===== src/rtl/vram_plot.sv =====
// Pixel/attribute plotter: turns drawing commands into read-modify-write accesses on the 8K VRAM.
// Define VRAM_PLOT_CLS_EN to enable the clear-screen command (op 4).
module vram_plot #(
    parameter logic [12:0] ATTR_BASE = 13'h1800,
    parameter int          ROWS      = 192
) (
    input  logic        clock,
    input  logic        reset,
    input  logic        cmd_valid,
    output logic        cmd_ready,
    input  logic [2:0]  cmd_op,
    input  logic [7:0]  cmd_x,
    input  logic [7:0]  cmd_y,
    input  logic [7:0]  cmd_attr,
    output logic        cmd_done,
    output logic [12:0] mem_a,
    input  logic [7:0]  mem_i,
    output logic [7:0]  mem_o,
    output logic        mem_we,
    input  logic        mem_hold
);

    typedef enum logic [2:0] {
        S_IDLE,
        S_RD,
        S_LAT,
        S_WR,
        S_CLS
    } state_t;

    localparam logic [8:0]  ROWS_L    = ROWS[8:0];
    localparam logic [12:0] ATTR_LAST = ATTR_BASE + 13'd767;

    state_t      r_state;
    logic [1:0]  r_op;
    logic [2:0]  r_xbit;
    logic [12:0] r_addr;
    logic [7:0]  r_data;

    logic [12:0] w_bmp_addr;
    logic [12:0] w_attr_addr;
    logic        w_y_ok;
    logic [7:0]  w_mask;
    logic        w_write;

    assign w_bmp_addr  = {cmd_y, cmd_x[7:3]};
    assign w_attr_addr = ATTR_BASE | {3'b000, cmd_y[7:3], cmd_x[7:3]};
    assign w_y_ok      = ({1'b0, cmd_y} < ROWS_L);
    // MSB of a bitmap byte is the leftmost pixel
    assign w_mask      = 8'h80 >> r_xbit;

`ifdef VRAM_PLOT_CLS_EN
    logic [7:0]  r_attr;
    logic [12:0] w_addr_nxt;
    assign w_addr_nxt = r_addr + 13'd1;
`endif

    always_ff @(posedge clock) begin
        if (reset) begin
            r_state <= S_IDLE;
            r_op    <= 2'd0;
            r_xbit  <= 3'd0;
            r_addr  <= 13'd0;
            r_data  <= 8'd0;
`ifdef VRAM_PLOT_CLS_EN
            r_attr  <= 8'd0;
`endif
        end else begin
            case (r_state)
                S_IDLE: begin
                    if (cmd_valid) begin
                        r_op   <= cmd_op[1:0];
                        r_xbit <= cmd_x[2:0];
`ifdef VRAM_PLOT_CLS_EN
                        r_attr <= cmd_attr;
`endif
                        case (cmd_op)
                            3'd0, 3'd1, 3'd2: begin
                                if (w_y_ok) begin
                                    r_addr  <= w_bmp_addr;
                                    r_state <= S_RD;
                                end
                            end
                            3'd3: begin
                                if (w_y_ok) begin
                                    r_addr  <= w_attr_addr;
                                    r_data  <= cmd_attr;
                                    r_state <= S_WR;
                                end
                            end
`ifdef VRAM_PLOT_CLS_EN
                            3'd4: begin
                                r_addr  <= 13'd0;
                                r_data  <= 8'd0;
                                r_state <= S_CLS;
                            end
`endif
                            default: ;
                        endcase
                    end
                end
                S_RD: begin
                    if (!mem_hold)
                        r_state <= S_LAT;
                end
                S_LAT: begin
                    // read already issued, so hold does not matter here
                    case (r_op)
                        2'd0:    r_data <= mem_i | w_mask;
                        2'd1:    r_data <= mem_i & ~w_mask;
                        default: r_data <= mem_i ^ w_mask;
                    endcase
                    r_state <= S_WR;
                end
                S_WR: begin
                    if (!mem_hold)
                        r_state <= S_IDLE;
                end
`ifdef VRAM_PLOT_CLS_EN
                S_CLS: begin
                    if (!mem_hold) begin
                        if (r_addr == ATTR_LAST) begin
                            r_state <= S_IDLE;
                        end else begin
                            r_addr <= w_addr_nxt;
                            r_data <= (w_addr_nxt >= ATTR_BASE) ? r_attr : 8'd0;
                        end
                    end
                end
`endif
                default: r_state <= S_IDLE;
            endcase
        end
    end

    assign w_write   = ((r_state == S_WR) || (r_state == S_CLS)) && !mem_hold && !reset;
    assign mem_we    = w_write;
    assign cmd_done  = w_write && ((r_state == S_WR) || (r_addr == ATTR_LAST));
    assign cmd_ready = (r_state == S_IDLE) && !reset;
    assign mem_a     = r_addr;
    assign mem_o     = r_data;

endmodule


===== config.mk =====
export PLATFORM = sky130hd
export DESIGN_NAME = vram_plot
export DESIGN_NICKNAME = d
export VERILOG_FILES = /design/src/rtl/vram_plot.sv
export SDC_FILE = /design/constraint.sdc
export NUM_CORES = 1
export LEC_CHECK = 0
export BUFFER_PORTS_ARGS = -buffer_cell sky130_fd_sc_hd__buf_2
export CAP_MARGIN = 5
export CORE_MARGIN = 3
export CORE_UTILIZATION = 46
export DETAILED_ROUTE_END_ITERATION = 16
export GPL_TIMING_DRIVEN = 0
export PLACE_DENSITY_LB_ADDON = 0.2
export SYNTH_ARGS = -nofsm -noshare
export SYNTH_HDL_FRONTEND = slang
export SYNTH_SLANG_ARGS = --single-unit

===== constraint.sdc =====
create_clock -name clock -period 4.2 [get_ports clock]
set_input_delay 0 -clock clock [delete_from_list [all_inputs] [get_ports clock]]
set_output_delay 0 -clock clock [all_outputs]
set_load 0.03 [all_outputs]

# Word-level counts from Yosys, hierarchy flattened
# Cells that the tools add are included.
totals:
  regBits: 29
  output_inout_bits: 24
  word_cells: 63
classes:
  magnitude_cmp: 1
  eq_ne: 19
  shift: 1
  n_mux: 15
  bitwise_logic: 4
  reduce_logical: 18
ops:
  columns: ["op", "count"]
  rows:
  - ["8-bit case mux with 2 select lines", 2]
  - ["13-bit 2-to-1 mux", 2]
  - ["13-bit case mux with 2 select lines", 1]
  - ["8-bit 2-to-1 mux", 3]
  - ["3-bit 2-to-1 mux", 5]
  - ["13-bit == test, second input constant", 1]
  - ["3-bit by 2-bit == test with 1-bit output, second input constant", 4]
  - ["2-bit inequality test, second input constant", 6]
  - ["3-bit case mux with 4 select lines", 1]
  - ["8-bit AND", 1]
  - ["8-bit < comparator, second input constant", 1]
  - ["8-bit NOT", 1]
  - ["8-bit bitwise OR", 1]
  - ["8-bit by 3-bit right shift with 8-bit output, first input constant", 1]
  - ["8-bit XOR", 1]
  - ["3-bit by 1-bit == test with 1-bit output, second input constant", 2]
  - ["3-bit zero test", 2]
  - ["3-bit inequality test, second input constant", 2]
  - ["3-bit case mux with 2 select lines", 1]
  - ["6-bit AND reduction", 1]
  - ["5-bit AND reduction", 1]
  - ["1-bit logical AND", 4]
  - ["4-bit AND reduction", 1]
  - ["2-bit nonzero test", 2]
  - ["9 further kinds", 11]

# Logic depth before layout (Yosys ltp)
# Gate-level depths: netlist of run 1.
depth:
  word_depth: 5
  mapped_depth: 8
  mapped_depth_nobuf: 7

# Worst setup path after synthesis of run 1
# No wires, ideal clock.
synth_timing:
  path_kind: "reg-to-reg"
  start: "register r_xbit[0]"
  end: "register r_data[6] (netlist: mem_o[6])"
  setup_ns: 0.132
  t_arrival_ns: 1.744
  path_slack_ns: 2.325
  path_stages_with_launch: 7
  period_less_slack_ns: 1.875
  cell_sequence: "dfxtp_1 clkbuf_1 or3b_2 ha_1 a211o_1 a311oi_1 nor3_1"
synth_via:
  elab_chain_len: 5
  elab_cells_between_ends: 7
  classes_between: "shift (1); mux (2); bitwise (4)"
synth_lines:
  columns: ["item", "line_no", "text"]
  rows:
  - ["start: declaration", "36", "logic [2:0] r_xbit;"]
  - ["start signal: assignment", "73", "r_xbit <= cmd_x[2:0];"]
  - ["8-bit by 3-bit right shift with 8-bit output (*)", "50", "assign w_mask = 8'h80 >> r_xbit;"]
  - ["8-bit NOT", "110", "2'd1: r_data <= mem_i & ~w_mask;"]
  - ["8-bit AND", "110", null]
  - ["8-bit case mux with 2 select lines (*)", "108", "case (r_op)"]
  - ["8-bit case mux with 2 select lines (*)", "69", "case (r_state)"]
  - ["end signal: assignment", "109", "2'd0: r_data <= mem_i | w_mask;"]
  - ["end signal: assignment", "110", null]
  - ["end signal: assignment", "111", "default: r_data <= mem_i ^ w_mask;"]
  - ["end: declaration", "38", "logic [7:0] r_data;"]
# Mark *: on every way between the ends. The rest lies on a longest branch, timed or not.
# A chain may end at the register's enable or synchronous reset.

# Final worst setup path of run 1
layout_timing:
  start: "register r_state[1]"
  end: "register r_addr[5] (netlist: mem_a[5])"
layout_via:
  elab_chain_len: 2
layout_lines:
  columns: ["item", "line_no", "text"]
  rows:
  - ["start: declaration", "34", "state_t r_state;"]
  - ["start signal: assignment", "60", "r_state <= S_IDLE;"]
  - ["start signal: assignment", "81", "r_state <= S_RD;"]
  - ["start signal: assignment", "88", "r_state <= S_WR;"]
  - ["3-bit zero test", "69", null]
  - ["5-bit AND reduction (no source line)", null, null]
  - ["end signal: assignment", "80", "r_addr <= w_bmp_addr;"]
  - ["end signal: assignment", "86", "r_addr <= w_attr_addr;"]
  - ["end: declaration", "37", "logic [12:0] r_addr;"]
# No other way between the ends.

==> results of run 1 <==
## kinds of logic (layout without fill, tap and decap cells)
logic type,after synthesis,in the layout,synth area share (%)
AND/OR/NAND/NOR,98,98,26.8
AO/OA/AOI/OAI,43,43,17.8
flip-flops,28,28,31.7
buffers and inverters,26,102,5.95
adder cells (fa/ha/maj),21,21,14.9
multiplexers,5,5,2.83
## per-stage QoR
step           utilization [%]  instance area (µm²)  cells
2_1_floorplan                -                 1770    221
3_3_place_gp              60.5                 2130    328
3_5_place_dp              60.5                 2130    328
4_1_cts                   65.1                 2290    343
5_1_grt                   65.1                 2290    343
6_report                  65.1                 2290    343
## cells in the mapped netlist (5+ instances only)
library cell	instances
dfxtp_1	28
a311oi_1	9
inv_1	10
nor2_1	25
mux2i_1	5
clkbuf_1	11
nor2b_1	6
nand2b_1	5
a21oi_1	16
or2_2	5
ha_1	21
nand2_1	34
nand3_1	7
## worst register-to-register path, stage by stage (launching register included)
cell	delay (ps)
dfxtp_1	360
inv_1	110
ha_1	250
nor3b_2	230
buf_2	300
nor2_1	70
a311oi_1	220
dlygate4sd3_1	570
## cell type report
type                    count  area (µm²)  area share [%]
well taps                  46        57.6            2.51
clock buffers               3        41.3            1.80
plain buffers              16        67.6            2.95
multi-input cells         167        1100            48.1
inverters                  10        37.5            1.64
flip-flops and latches     28         561            24.5
repair buffers             73         425            18.6
## power by group
| part | leakage [µW] | total, µW | internal [µW] | switching [µW] |
|---|---|---|---|---|
| combinational | 0.000815 | 462 | 176 | 286 |
| clock | 0.0000216 | 142 | 64.3 | 78.0 |
| sequential | 0.000229 | 340 | 310 | 29.8 |
## registers in the layout, summed over array words and instances, names as in the netlist
| name | flops |
|---|---|
| r_state | 2 |
| r_op | 2 |
| mem_o | 8 |
| r_xbit | 3 |
| mem_a | 13 |
## worst paths after layout
| path | from | slack (ps) | cells past startpoint | endpoint |
|---|---|---|---|---|
| worst max-delay path | r_state[1] | 2060 | 7 | mem_a[5] |
| worst min-delay path | cmd_y[4] | 0.7 | 3 | mem_a[6] |
| worst max register to register | r_state[1] | 2060 | 7 | mem_a[5] |
| worst min register to register | mem_o[5] | 460 | 2 | mem_o[5] |
## layer usage
| metal | wire length, µm | GRT usage, % | vias to the layer above |
|---|---|---|---|
| li1 | - | - | 915 |
| met1 | 1930 | 24.3 | 798 |
| met2 | 2140 | 35.3 | 44 |
| met3 | 247 | 4.11 | 2 |
| met4 | 13 | 1.49 | 0 |
| met5 | 0 | 0 | - |
==> results.sh, run 1 <==
export IMPL_status="complete, no violations"
export IMPL_fin_setup_tns_ps=0
export IMPL_totalWireLength_mm=4.34
export IMPL_ys_ff_latch=28
export IMPL_grt_max_degree=15
export IMPL_cts_resized=0
export IMPL_crit_fanout=10
export IMPL_worst_clock_skew_ps=1.53
export IMPL_max_stage_delay_ps=570
export IMPL_synth_area_per_cell_um2=7.99
export IMPL_cts_tree="yes"
export IMPL_synth_area_leaders="dfxtp_1 32%, ha_1 15%, nand2_1 7.2%"
export IMPL_synth_edf_count=0
export IMPL_wl_per_cell_um=12.6
export IMPL_antenna_found_initial=0
export IMPL_period_needed_ps=2140
export IMPL_first_pass_iters=4
export IMPL_grt_pass1_vias=1610
export IMPL_nFillCells=320
export IMPL_cts_buffers=3
export IMPL_drv_cap=0
export IMPL_numClockSinks=28
export IMPL_antenna_left=0
export IMPL_max_freq_mhz=467
export IMPL_clock_path_buffers=2
export IMPL_hold_buffers=12
export IMPL_cts_reportedPaths_clkPinSlew_ps=90
export IMPL_cts_setup_buffers=0
export IMPL_final_hold_viol_count=0
export IMPL_critPathKind="reg -> reg"
export IMPL_drt_iter0_markers=60
export IMPL_relSlewSlack_pct=68.0
export IMPL_route_detailed_drc=0
export IMPL_async_flop_share_pct=0
export IMPL_overflow=0
export IMPL_arrival_ps=2360
export IMPL_cellLeakagePower_uw=0.00106
export IMPL_crit_path_top_delay_cell="dlygate4sd3_1"
export IMPL_synth_top_area_share_pct=31.7
export IMPL_fp_dieArea_mm2=0.00462
export IMPL_insertion_delay_ps=270
export IMPL_pre_cts_slack_ps=2090
export IMPL_drive_gt1_share_pct=25.9
export IMPL_coreArea_mm2=0.00352
export IMPL_cp_end_kind="register"
export IMPL_finalPower_uw=944
export IMPL_mostFrequentLayoutCell="buf_2"
export IMPL_synth_cells=221
export IMPL_worstPathRequired_ps=4420
export IMPL_gp_congestion=0.877
export IMPL_fp_row_count=21
export IMPL_final_cell_mix="64 x buf_2, 34 x nand2_1, 28 x dfxtp_1"
export IMPL_final_max_slew_viol_count=0
export IMPL_antennaDiodeCount=0
export IMPL_synthesis_area_mm2=0.00177
export IMPL_dpl_hpwl_mm=3.24
export IMPL_fin_crit_sh_pct=51.0
export IMPL_via_count=1759
export IMPL_chipWidth_um=68.0
export IMPL_ioPinCount=63
export IMPL_synthFlopType="dfxtp_1"
export IMPL_ctsHtreeMaxLevel=1
export IMPL_grt_util_all_layers_pct=19.4
export IMPL_rsz0062_at_grt="no"
export IMPL_grt_first_pass_wirelength_mm=7.00
export IMPL_setup_violations=0
export IMPL_power_density_mw_per_mm2=412
export IMPL_vias_per_cell=5.13
export IMPL_synthesis_nets=281
export IMPL_cp_num_buf_inv=3
export IMPL_hp_class="in -> reg"
export IMPL_io_buffer_count=61
export IMPL_ir_worst_vdd_v=0.000318
export IMPL_synth_area_leader_cell="dfxtp_1"
export IMPL_yosysSeqAreaShare_pct=31.7
export IMPL_worst_pin_slew_ps=480
export IMPL_startpoint_type="register"
export IMPL_initial_core_util_pct=50.2
export IMPL_whs_ps=0.731
export IMPL_synth_warnings=0
export IMPL_synthDistinctLibCells=33
export IMPL_syn_to_final_growth_pct=29.7
export IMPL_crit_chain="inv_1 -> ha_1 -> nor3b_2 -> buf_2 -> nor2_1 -> a311oi_1 -> dlygate4sd3_1"
export IMPL_die_y_um=68.0
export IMPL_setup_slack_ps=2060
export IMPL_finalNetCount=359
export IMPL_cpLargestDelayFamily="buffers and inverters"
export IMPL_root_buffer="clkbuf_8"
Note: power is estimated with default switching activity, not from simulation.
==> run 2: changes to the inputs <==
- CORE_UTILIZATION: 46 -> 45
- clock period: 4.2 -> 1.8 ns (I/O delays scaled with it)
==> run 2 against run 1 <==
Utilization fell by 0.62 points; clock skew is 2.7 ps higher; worst hold slack improved by 8.6 ps; maximum frequency rose by 23%; clock power increased by 130%; combinational power grew to 2.5 times the previous value; cell count unchanged; largest cell class unchanged.
==> results.sh, run 2 (synthesis gave the netlist of run 1 again) <==
export IMPL_status="complete, no violations"
export IMPL_cellLeakagePower_uw=0.00108
export IMPL_hold_path_depth=3
export IMPL_drt_iter0_markers=69
export IMPL_io_buffer_count=61
export IMPL_fp_dieArea_mm2=0.00471
export IMPL_fin_cells=343
export IMPL_coreArea_mm2=0.00372
export IMPL_cp_end_kind="register"
export IMPL_wl_per_cell_um=13.1
export IMPL_overflow=0
export IMPL_worst_pin_slew_ps=516
export IMPL_grt_util_all_layers_pct=18.9
export IMPL_fin_crit_sh_pct=96.9
export IMPL_totalWireLength_mm=4.48
export IMPL_cts_reportedPaths_clkPinSlew_ps=90
export IMPL_root_buffer="clkbuf_8"
export IMPL_antennaDiodeCount=0
export IMPL_antenna_found_initial=0
export IMPL_worstPathRequired_ps=2000
export IMPL_multiInputGateArea_mm2=0.00118
export IMPL_drv_cap=0
export IMPL_relSlewSlack_pct=65.6
export IMPL_numClockSinks=28
export IMPL_chipWidth_um=68.7
export IMPL_p_sw_share_pct=41.5
export IMPL_die_y_um=68.7
export IMPL_max_stage_delay_ps=360
export IMPL_setup_slack_ps=56.3
export IMPL_fp_row_count=22
export IMPL_hp_class="in -> reg"
export IMPL_rsz0062_at_grt="yes"
export IMPL_crit_path_top_delay_cell="or3_4"
export IMPL_p_switching_uw=960
export IMPL_syn_to_final_growth_pct=35.6
export IMPL_insertion_delay_ps=270
export IMPL_clock_path_buffers=2
export IMPL_ioPinCount=63
export IMPL_pre_cts_slack_ps=-141
export IMPL_initial_core_util_pct=47.5
export IMPL_largest_reg_flops=13
export IMPL_finalNetCount=357
export IMPL_crit_fanout=9
export IMPL_ctsHtreeMaxLevel=1
export IMPL_mostFrequentLayoutCell="buf_2"
export IMPL_setup_violations=0
export IMPL_cts_buffers=3
export IMPL_dpl_hpwl_mm=3.22
export IMPL_startpoint_type="register"
export IMPL_combPwrFrac_pct=50.4
export IMPL_grt_max_degree=15
export IMPL_cts_tree="yes"
export IMPL_nFillCells=350
export IMPL_first_pass_iters=4
export IMPL_grt_first_pass_wirelength_mm=6.87
export IMPL_final_cell_mix="64 x buf_2, 34 x nand2_1, 25 x nor2_1, 25 x dfxtp_1, 18 x ha_1"
export IMPL_gp_congestion=0.778
export IMPL_ir_worst_vdd_v=0.000770
export IMPL_critPathKind="reg -> reg"
export IMPL_crit_chain="buf_8 -> or3_4 -> ha_1 -> or2_2 -> a21oi_2 -> o221ai_1 -> a21oi_1"
export IMPL_arrival_ps=1950
export IMPL_vias_per_cell=5.25
export IMPL_via_count=1802
export IMPL_p_int_uw=1350
export IMPL_max_freq_mhz=573
export IMPL_cts_setup_buffers=0
export IMPL_final_hold_viol_count=0
export IMPL_route_detailed_drc=0
export IMPL_worst_clock_skew_ps=4.21
export IMPL_drive_gt1_share_pct=31.9
export IMPL_final_max_slew_viol_count=0
export IMPL_power_frac_seq_pct=35.3
export IMPL_r2r_cells=7
export IMPL_grt_pass1_vias=1591
export IMPL_clockPowerShare_pct=14.3
export IMPL_power_density_mw_per_mm2=965
export IMPL_period_needed_ps=1740
export IMPL_seq_area_um2=567
export IMPL_dpl_cell_count=330
export IMPL_antenna_left=0
-- run 2: critical path, delay by kind of cell (launching register included) --
| family | cells | cell delay, ps |
|---|---|---|
| AOI/OAI and AO/OA | 3 | 390 |
| adders and majority gates | 1 | 180 |
| buffers and inverters | 1 | 130 |
| DFF | 1 | 330 |
| and+or+nand+nor | 2 | 640 |
-- run 2: path summary, 6_finish.rpt --
| kind | start | slack (ps) | end |
|---|---|---|---|
| hold / removal | cmd_y[4] | 9 | mem_a[9] |
| setup reg to reg | r_xbit[0] | 60 | mem_o[7] |
| hold reg to reg | mem_o[4] | 450 | mem_o[4] |
| setup / recovery | r_xbit[0] | 60 | mem_o[7] |
-- run 2: power by group through the flow --
stage          Clock, µW  Sequential (µW)  Combinational [µW]
6_report             331              816                1160
5_1_grt              361              833                1300
4_1_cts              338              800                1120
3_5_place_dp           0              804                1070
3_3_place_gp           0              804                1050
2_1_floorplan          0              920                 669
-- run 2: layout make-up --
type | count | share of cell area [%]
well taps | 48 | 2.51
clock buffers | 3 | 1.72
inverters | 10 | 1.57
repair buffers | 74 | 18.2
plain buffers | 13 | 3.03
flip-flops and latches | 28 | 23.7
multi-input cells | 167 | 49.3
-- run 2: metal layers --
| metal | track usage (%) | part of all wire [%] | up-vias |
|---|---|---|---|
| met4 | 3.72 | 1.5 | 0 |
| met3 | 3.57 | 6.3 | 9 |
| met5 | 0 | 0 | - |
| met2 | 33.8 | 50 | 47 |
| met1 | 23.5 | 42 | 832 |
| li1 | - | - | 914 |
-- run 2: per-stage QoR --
stage / setup TNS, ps / hold WS [ps] / util [%] / instance area (µm²) / power, µW
after floorplan: 0 / 110 / - / 1780 / 1590
after global placement: -552 / 236 / 57.7 / 2140 / 1850
after detailed placement: -646 / 250 / 57.7 / 2140 / 1870
after CTS: 0 / 5.00 / 63.0 / 2340 / 2260
after global routing: -47.5 / 18.0 / 64.4 / 2390 / 2500
final: 0 / 9.31 / 64.4 / 2390 / 2310
-- run 2: what timing repair did --
action	in CTS	in global routing
endpoints found under the hold margin	12	0
resized for setup	9	18
setup endpoints to repair	8	19
hold buffers	13	0
pin swaps	2	7
